`src/rtl/mips_pkg.sv`:
```
// Shared MIPS definitions: fetch FSM states, reset/halt addresses and word width.
package mips_pkg;

  localparam int INSTR_W = 32;

  localparam logic [INSTR_W-1:0] MIPS_RESET_VECTOR = 32'hBFC0_0000;
  localparam logic [INSTR_W-1:0] MIPS_HALT_ADDR    = 32'h0000_0000;

  typedef enum logic [1:0] {
    RUN,
    DELAY,
    HALTED
  } fetch_state_t;

  // Instruction addresses are word-aligned; the low two bits carry no meaning.
  function automatic logic [INSTR_W-1:0] word_align(input logic [INSTR_W-1:0] addr);
    return {addr[INSTR_W-1:2], 2'b00};
  endfunction

endpackage

```
`src/rtl/mips_pc_reg.sv`:
```
// Program counter register: synchronous reset to the boot vector, loads only when enabled.
module mips_pc_reg
  import mips_pkg::*;
#(
  parameter logic [INSTR_W-1:0] RESET_VECTOR = MIPS_RESET_VECTOR
) (
  input  logic               clk,
  input  logic               reset,
  input  logic               load_i,
  input  logic [INSTR_W-1:0] pc_d_i,
  output logic [INSTR_W-1:0] pc_q_o
);

  logic [INSTR_W-1:0] pc_q;

  always_ff @(posedge clk) begin
    if (reset) begin
      pc_q <= RESET_VECTOR;
    end else if (load_i) begin
      pc_q <= pc_d_i;
    end
  end

  assign pc_q_o = pc_q;

endmodule

```
`src/rtl/mips_cpu_fetch.sv`:
```
// Instruction-fetch stage: owns the PC, implements the branch delay slot and halt detection.
//   state  | meaning
//   RUN    | sequential fetch; a redirect here schedules its target after the delay slot
//   DELAY  | delay-slot instruction on the bus; next advance jumps to target_q
//   HALTED | jumped to HALT_ADDR; frozen until reset
module mips_cpu_fetch
  import mips_pkg::*;
#(
  parameter logic [INSTR_W-1:0] RESET_VECTOR = MIPS_RESET_VECTOR,
  parameter logic [INSTR_W-1:0] HALT_ADDR    = MIPS_HALT_ADDR
) (
  input  logic               clk,
  input  logic               reset,
  input  logic               clk_enable,
  input  logic               stall,
  input  logic               redirect_valid,
  input  logic [INSTR_W-1:0] redirect_target,
  output logic [INSTR_W-1:0] instr_address,
  input  logic [INSTR_W-1:0] instr_readdata,
  output logic [INSTR_W-1:0] instr_out,
  output logic [INSTR_W-1:0] pc_out,
  output logic [INSTR_W-1:0] pc_plus8,
  output logic               instr_valid,
  output logic               active
);

  fetch_state_t       state_q, state_d;
  logic [INSTR_W-1:0] target_q, target_d;
  logic [INSTR_W-1:0] pc_q, pc_d;
  logic               pc_load;
  logic               advance;

  mips_pc_reg #(
    .RESET_VECTOR(RESET_VECTOR)
  ) u_pc_reg (
    .clk    (clk),
    .reset  (reset),
    .load_i (pc_load),
    .pc_d_i (pc_d),
    .pc_q_o (pc_q)
  );

  assign advance = clk_enable & ~stall & (state_q != HALTED);

  always_comb begin
    state_d  = state_q;
    target_d = target_q;
    pc_d     = pc_q + 32'd4;
    pc_load  = 1'b0;
    if (advance) begin
      unique case (state_q)
        RUN: begin
          pc_load = 1'b1;
          if (redirect_valid) begin
            target_d = word_align(redirect_target);
            state_d  = DELAY;
          end
        end
        DELAY: begin
          // A redirect seen here would be a branch in a delay slot; it is ignored.
          pc_load = 1'b1;
          if (target_q == HALT_ADDR) begin
            pc_d    = HALT_ADDR;
            state_d = HALTED;
          end else begin
            pc_d    = target_q;
            state_d = RUN;
          end
        end
        default: begin
          pc_load = 1'b0;
        end
      endcase
    end
  end

  always_ff @(posedge clk) begin
    if (reset) begin
      state_q  <= RUN;
      target_q <= '0;
    end else begin
      state_q  <= state_d;
      target_q <= target_d;
    end
  end

  assign instr_address = pc_q;
  assign pc_out        = pc_q;
  assign pc_plus8      = pc_q + 32'd8;
  assign instr_out     = instr_readdata;
  assign active        = (state_q != HALTED);
  assign instr_valid   = active;

endmodule
```
`config.mk`:
```
export PLATFORM = sky130hd
export DESIGN_NAME = mips_cpu_fetch
export DESIGN_NICKNAME = d
export VERILOG_FILES = /design/src/rtl/mips_pkg.sv /design/src/rtl/mips_pc_reg.sv /design/src/rtl/mips_cpu_fetch.sv
export SDC_FILE = /design/constraint.sdc
export NUM_CORES = 1
export LEC_CHECK = 0
export CORE_MARGIN = 4
export CORE_UTILIZATION = 37
export CTS_CLUSTER_DIAMETER = 60
export DETAILED_ROUTE_END_ITERATION = 6
export PLACE_DENSITY = 0.82
export SYNTH_ARGS = -nofsm -noshare
export SYNTH_HDL_FRONTEND = slang
export SYNTH_SLANG_ARGS = --single-unit
```
`constraint.sdc`:
```
create_clock -name clk -period 3.88 [get_ports clk]
set_input_delay 0.388 -clock clk [delete_from_list [all_inputs] [get_ports clk]]
set_output_delay 0.388 -clock clk [all_outputs]
set_load 0.02 [all_outputs]
```
-- Yosys cells after proc, flatten, opt, wreduce, memory -nomap -nowiden
Index checks and enable logic that the tools add are counted.
- flip-flop bits (word level): 64
- output and inout port bits: 130
- word-level logic and storage cells: 25
- $add $sub $neg: 2
- equality and inequality tests: 3
- multiplexer cells: 8
- bitwise operators: 3
- reductions and logical operators: 6
- operators by type and width (kind ; count):
    two-way mux 32 bit ; 3
    adder 32 x 3 -> 32 bit, second input constant ; 1
    adder 32 x 4 -> 32 bit, second input constant ; 1
    zero test 32 bit ; 1
    AND reduction 3 bit ; 2
    two-way mux 2 bit ; 2
    != test 2 bit, second input constant ; 2
    one-hot mux 2 bit (2 select lines) ; 1
    bitwise AND 1 bit ; 2
    equality test 2 x 1 -> 1 bit, second input constant ; 1
    zero test 2 bit ; 1
    two-way mux 1 bit ; 2
    nonzero test 2 bit ; 1
    OR reduction 2 bit ; 1
    inverter 1 bit ; 1

-- Depth between registers and ports, before layout
- word-level depth: 4
- depth in mapped cells: 7
- gate-level depth less buffers: 5

-- Modules after synthesis
From an unflattened synthesis, not the netlist that was laid out.
- cell total of the unflattened synthesis: 545
- area total of the unflattened synthesis: 4220.3 um2
- by module, submodules not included (module ; times used ; cells an instance ; area each (um2) ; sequential area each (um2)):
    mips_cpu_fetch ; 1 ; 442 ; 3045.4 ; 640.6
    mips_pc_reg ; 1 ; 103 ; 1174.9 ; 640.6

-- Least setup slack after synthesis
No wires, ideal clock.
- path type: reg2out
- start point: register u_pc_reg.pc_q[4], in the netlist u_pc_reg.pc_q_o[4]
- end point: output port pc_plus8[31]
- data arrival time: 1.969 ns
- path slack: 1.523 ns
- cell stages (with the launch flop): 6
- buffers on the path: 0
- cell sequence: dfxtp_1 ha_1 nand3_1 nor3_2 nand4_1 xnor2_1
- word-level cells in the longest chain between the ends: 1
- ends and longest elaborated chain (element ; RTL line ; RTL):
    start, declared ; mips_pc_reg.sv:14 ; logic [INSTR_W-1:0] pc_q;
    start signal, assigned ; mips_pc_reg.sv:20 ; pc_q <= pc_d_i;
    adder 32 x 4 -> 32 bit ; mips_cpu_fetch.sv:89 ; assign pc_plus8 = pc_q + 32'd8;
    end, declared ; mips_cpu_fetch.sv:22 ; output logic [INSTR_W-1:0] pc_plus8,
Every way passes these cells.

-- Final worst setup path
Same ends and word-level chain as after synthesis.

==> flow_metrics.py <==
metrics = {
    "critical_path": {
        "reg2reg_to": "u_pc_reg.pc_q_o[23]",
        "ff2ff_setup_slack_ps": 1460,
        "startpoint": "u_pc_reg.pc_q_o[4]",
        "endpoint_kind": "primary output",
        "critical_path_required_ps": 3490,
        "cp_slowest_stage_delay_ps": 660,
        "critPathMaxFanout": 9,
        "rr_worst_depth": 5,
        "critPathSlowestCell": "clkdlybuf4s50_1",
        "worst-path-buf-inv": 1,
        "worstSetupPathType": "reg2out",
        "path_cells": "ha_1 > nand3_1 > nor3_2 > nand4_1 > xnor2_1 > clkdlybuf4s50_1",
        "crit_family": "simple AND/OR/NAND/NOR gates",
        "critPathArrivalTime_ps": 3070,
        "start_kind": "register",
        "reg2reg_from": "u_pc_reg.pc_q_o[4]",
    },
    "route": {
        "ant_nets": 0,
        "wirelength_um": 13100,
        "drtIter0Drc": 411,
        "drc": 0,
        "vias": 4259,
        "via_per_inst": 5.68,
        "routedWlPerCell_um": 17.4,
        "drt_pre_antenna_iters": 7,
    },
    "yosys": {
        "ys_seq_elements": 62,
        "syn_area_mm2": 0.00432,
        "synth_edf_count": 0,
        "yosysSeqAreaShare_pct": 28.7,
        "synth_ff_type": "dfxtp_1",
        "synthesis.instances": 565,
        "synthArstFlopShare_pct": 0,
        "ys_types": 59,
        "yosysWarnings": 0,
        "avgSynthCellArea_um2": 7.64,
    },
    "cells_and_area": {
        "mostFrequentLayoutCells": "clkdlybuf4s50_1 (125), nand2_1 (89), dfxtp_1 (62), a21oi_1 (48), nor3_1 (20)",
        "final_common_cell": "clkdlybuf4s50_1",
        "post-route-util_pct": 47.5,
        "diodes": 0,
        "drive_gt1_share_pct": 7.25,
        "nets": 673,
        "area_growth_syn_to_layout_pct": 25.6,
    },
    "floorplanning": {
        "fp.dieW_um": 116,
        "dieArea_mm2": 0.0135,
        "pin_count": 199,
        "die_y_um": 116,
        "rows": 39,
        "initial_utilization_pct": 37.8,
        "fp.coreArea_mm2": 0.0114,
    },
    "clocking": {
        "cts_setup_buffers": 0,
        "cts_buffers": 9,
        "clk-insertion-delay-late_ps": 330,
        "clk_pin_slew_ps": 50,
        "htree_levels": 3,
        "clkSinkCount": 62,
        "clk_path_buf_depth": 2,
        "ctsResizeCount": 0,
        "cts_root_buf": "clkbuf_16",
        "postCtsHoldBufs": 0,
        "cts_tree": "done",
    },
    "power_and_ir_drop": {
        "p_per_area_mw_per_mm2": 337,
        "p_leak_nw": 1.87,
        "ir_drop_uv": 235,
    },
    "sta": {
        "finClkSkew_ps": 4.76,
        "fmax_ghz": 0.289,
        "max_slew_margin_pct": 36.5,
        "tightest_slew_ps": 953,
        "setup_viol": 0,
        "hold_viol_final": 0,
        "fin_crit_sh_pct": 89.2,
        "timing.setup.tns_ps": 0,
        "rsz0062_at_grt": "no",
        "min_period_ps": 3460,
        "drv_slew": 0,
    },
    "worst_hold_path": {
        "holdPathStages": 2,
        "holdPathEnd": "target_q[20]",
        "hp-class": "reg2reg",
        "hp-start": "target_q[20]",
    },
    "grt": {
        "grt_pass1_vias": 3947,
        "antenna_found_initial": 0,
        "grt_pass1_wl_um": 20500,
        "grt_max_degree": 51,
        "overflow": 0,
        "track_usage_pct": 19.0,
    },
    "placement": {
        "portBuffers": 126,
        "gp_congestion": 0.907,
        "dp_hpwl_um": 9620,
    },
    "run_status": {
        "status": "completed",
    },
    "job": {
        "cap_violations": 0,
    },
}
sequential cells by signal (all words and copies together) (netlist names):
signal,count
target_q,30
u_pc_reg.pc_q_o,30
state_q,2
how the worst max path moves through the flow:
stage / endpoint / depth (start not counted)
2_1_floorplan: pc_plus8[31] / 5
3_3_place_gp: pc_plus8[31] / 6
3_5_place_dp: pc_plus8[31] / 6
4_1_cts: pc_plus8[31] / 6
5_1_grt: pc_plus8[31] / 6
6_report: pc_plus8[31] / 6
cell usage after synthesis, types with 7 or more instances:
cell type / number / area share [%]
xnor2_1: 17 / 3.4
a22oi_1: 12 / 2.1
nand4_1: 16 / 2.3
xor2_1: 10 / 2.0
o21ai_0: 9 / 1.0
nand3_1: 13 / 1.5
and2_1: 9 / 1.3
nor3_1: 20 / 2.3
buf_2: 20 / 2.3
a21oi_1: 48 / 5.6
buf_4: 72 / 13
o22ai_1: 7 / 1.0
a311oi_1: 7 / 1.4
nand2_1: 89 / 7.7
dfxtp_1: 62 / 29
nor4_1: 19 / 2.8
nor2_1: 19 / 1.7
clkbuf_1: 20 / 1.7
area by class of cell:
| cell class | count | area, um2 |
|---|---|---|
| fill | 1116 | 6000 |
| multi-input combinational | 384 | 2300 |
| timing repair buffer | 140 | 1360 |
| sequential | 62 | 1240 |
| clock buffer | 11 | 243 |
| tap | 143 | 179 |
| clock inverter | 5 | 82.6 |
| inverter | 5 | 18.8 |
where the power goes:
group | switching [mW] | leakage [nW] | internal, mW
logic | 0.141 | 1.21 | 0.125
registers | 0.0388 | 0.503 | 0.658
clock network | 0.286 | 0.160 | 0.580
total | 0.467 | 1.87 | 1.36
through the flow:
step / setup slack, ps / total power [mW] / hold slack [ps] / cell area, um2 / cells
global route: 240 / 1.89 / 498 / 5420 / 750
floorplan: 1520 / 0.915 / 445 / 4340 / 570
CTS: 494 / 1.83 / 475 / 5420 / 750
finish: 419 / 1.83 / 477 / 5420 / 750
detailed placement: 842 / 0.974 / 467 / 5100 / 734
global placement: 857 / 0.969 / 457 / 5100 / 734
worst register-to-register path, stage by stage, from the launching register on:
cell,delay [ps]
dfxtp_1,460
ha_1,280
nand4_1,440
nor4_1,770
and3_1,250
a311oi_1,80
routing by layer:
layer	wire [um]	part of all wire [%]	track usage, %	vias to the layer above
met5	0	0	0	-
met1	5550	42	25.6	1982
li1	-	-	-	2024
met2	6040	46	29.9	223
met4	290	2.2	7.12	0
met3	1200	9.1	3.86	30
cell families after synthesis:
group	count (synthesis)	synth area share (%)
compound gates	118	17.9
xor+xnor	27	5.47
fa+ha+maj	2	0.579
buf+inv	124	18.7
flops	62	28.7
mux	4	0.956
other cells	1	0.0868
simple gates	227	27.6
Note: power is estimated with default switching activity, not from simulation.
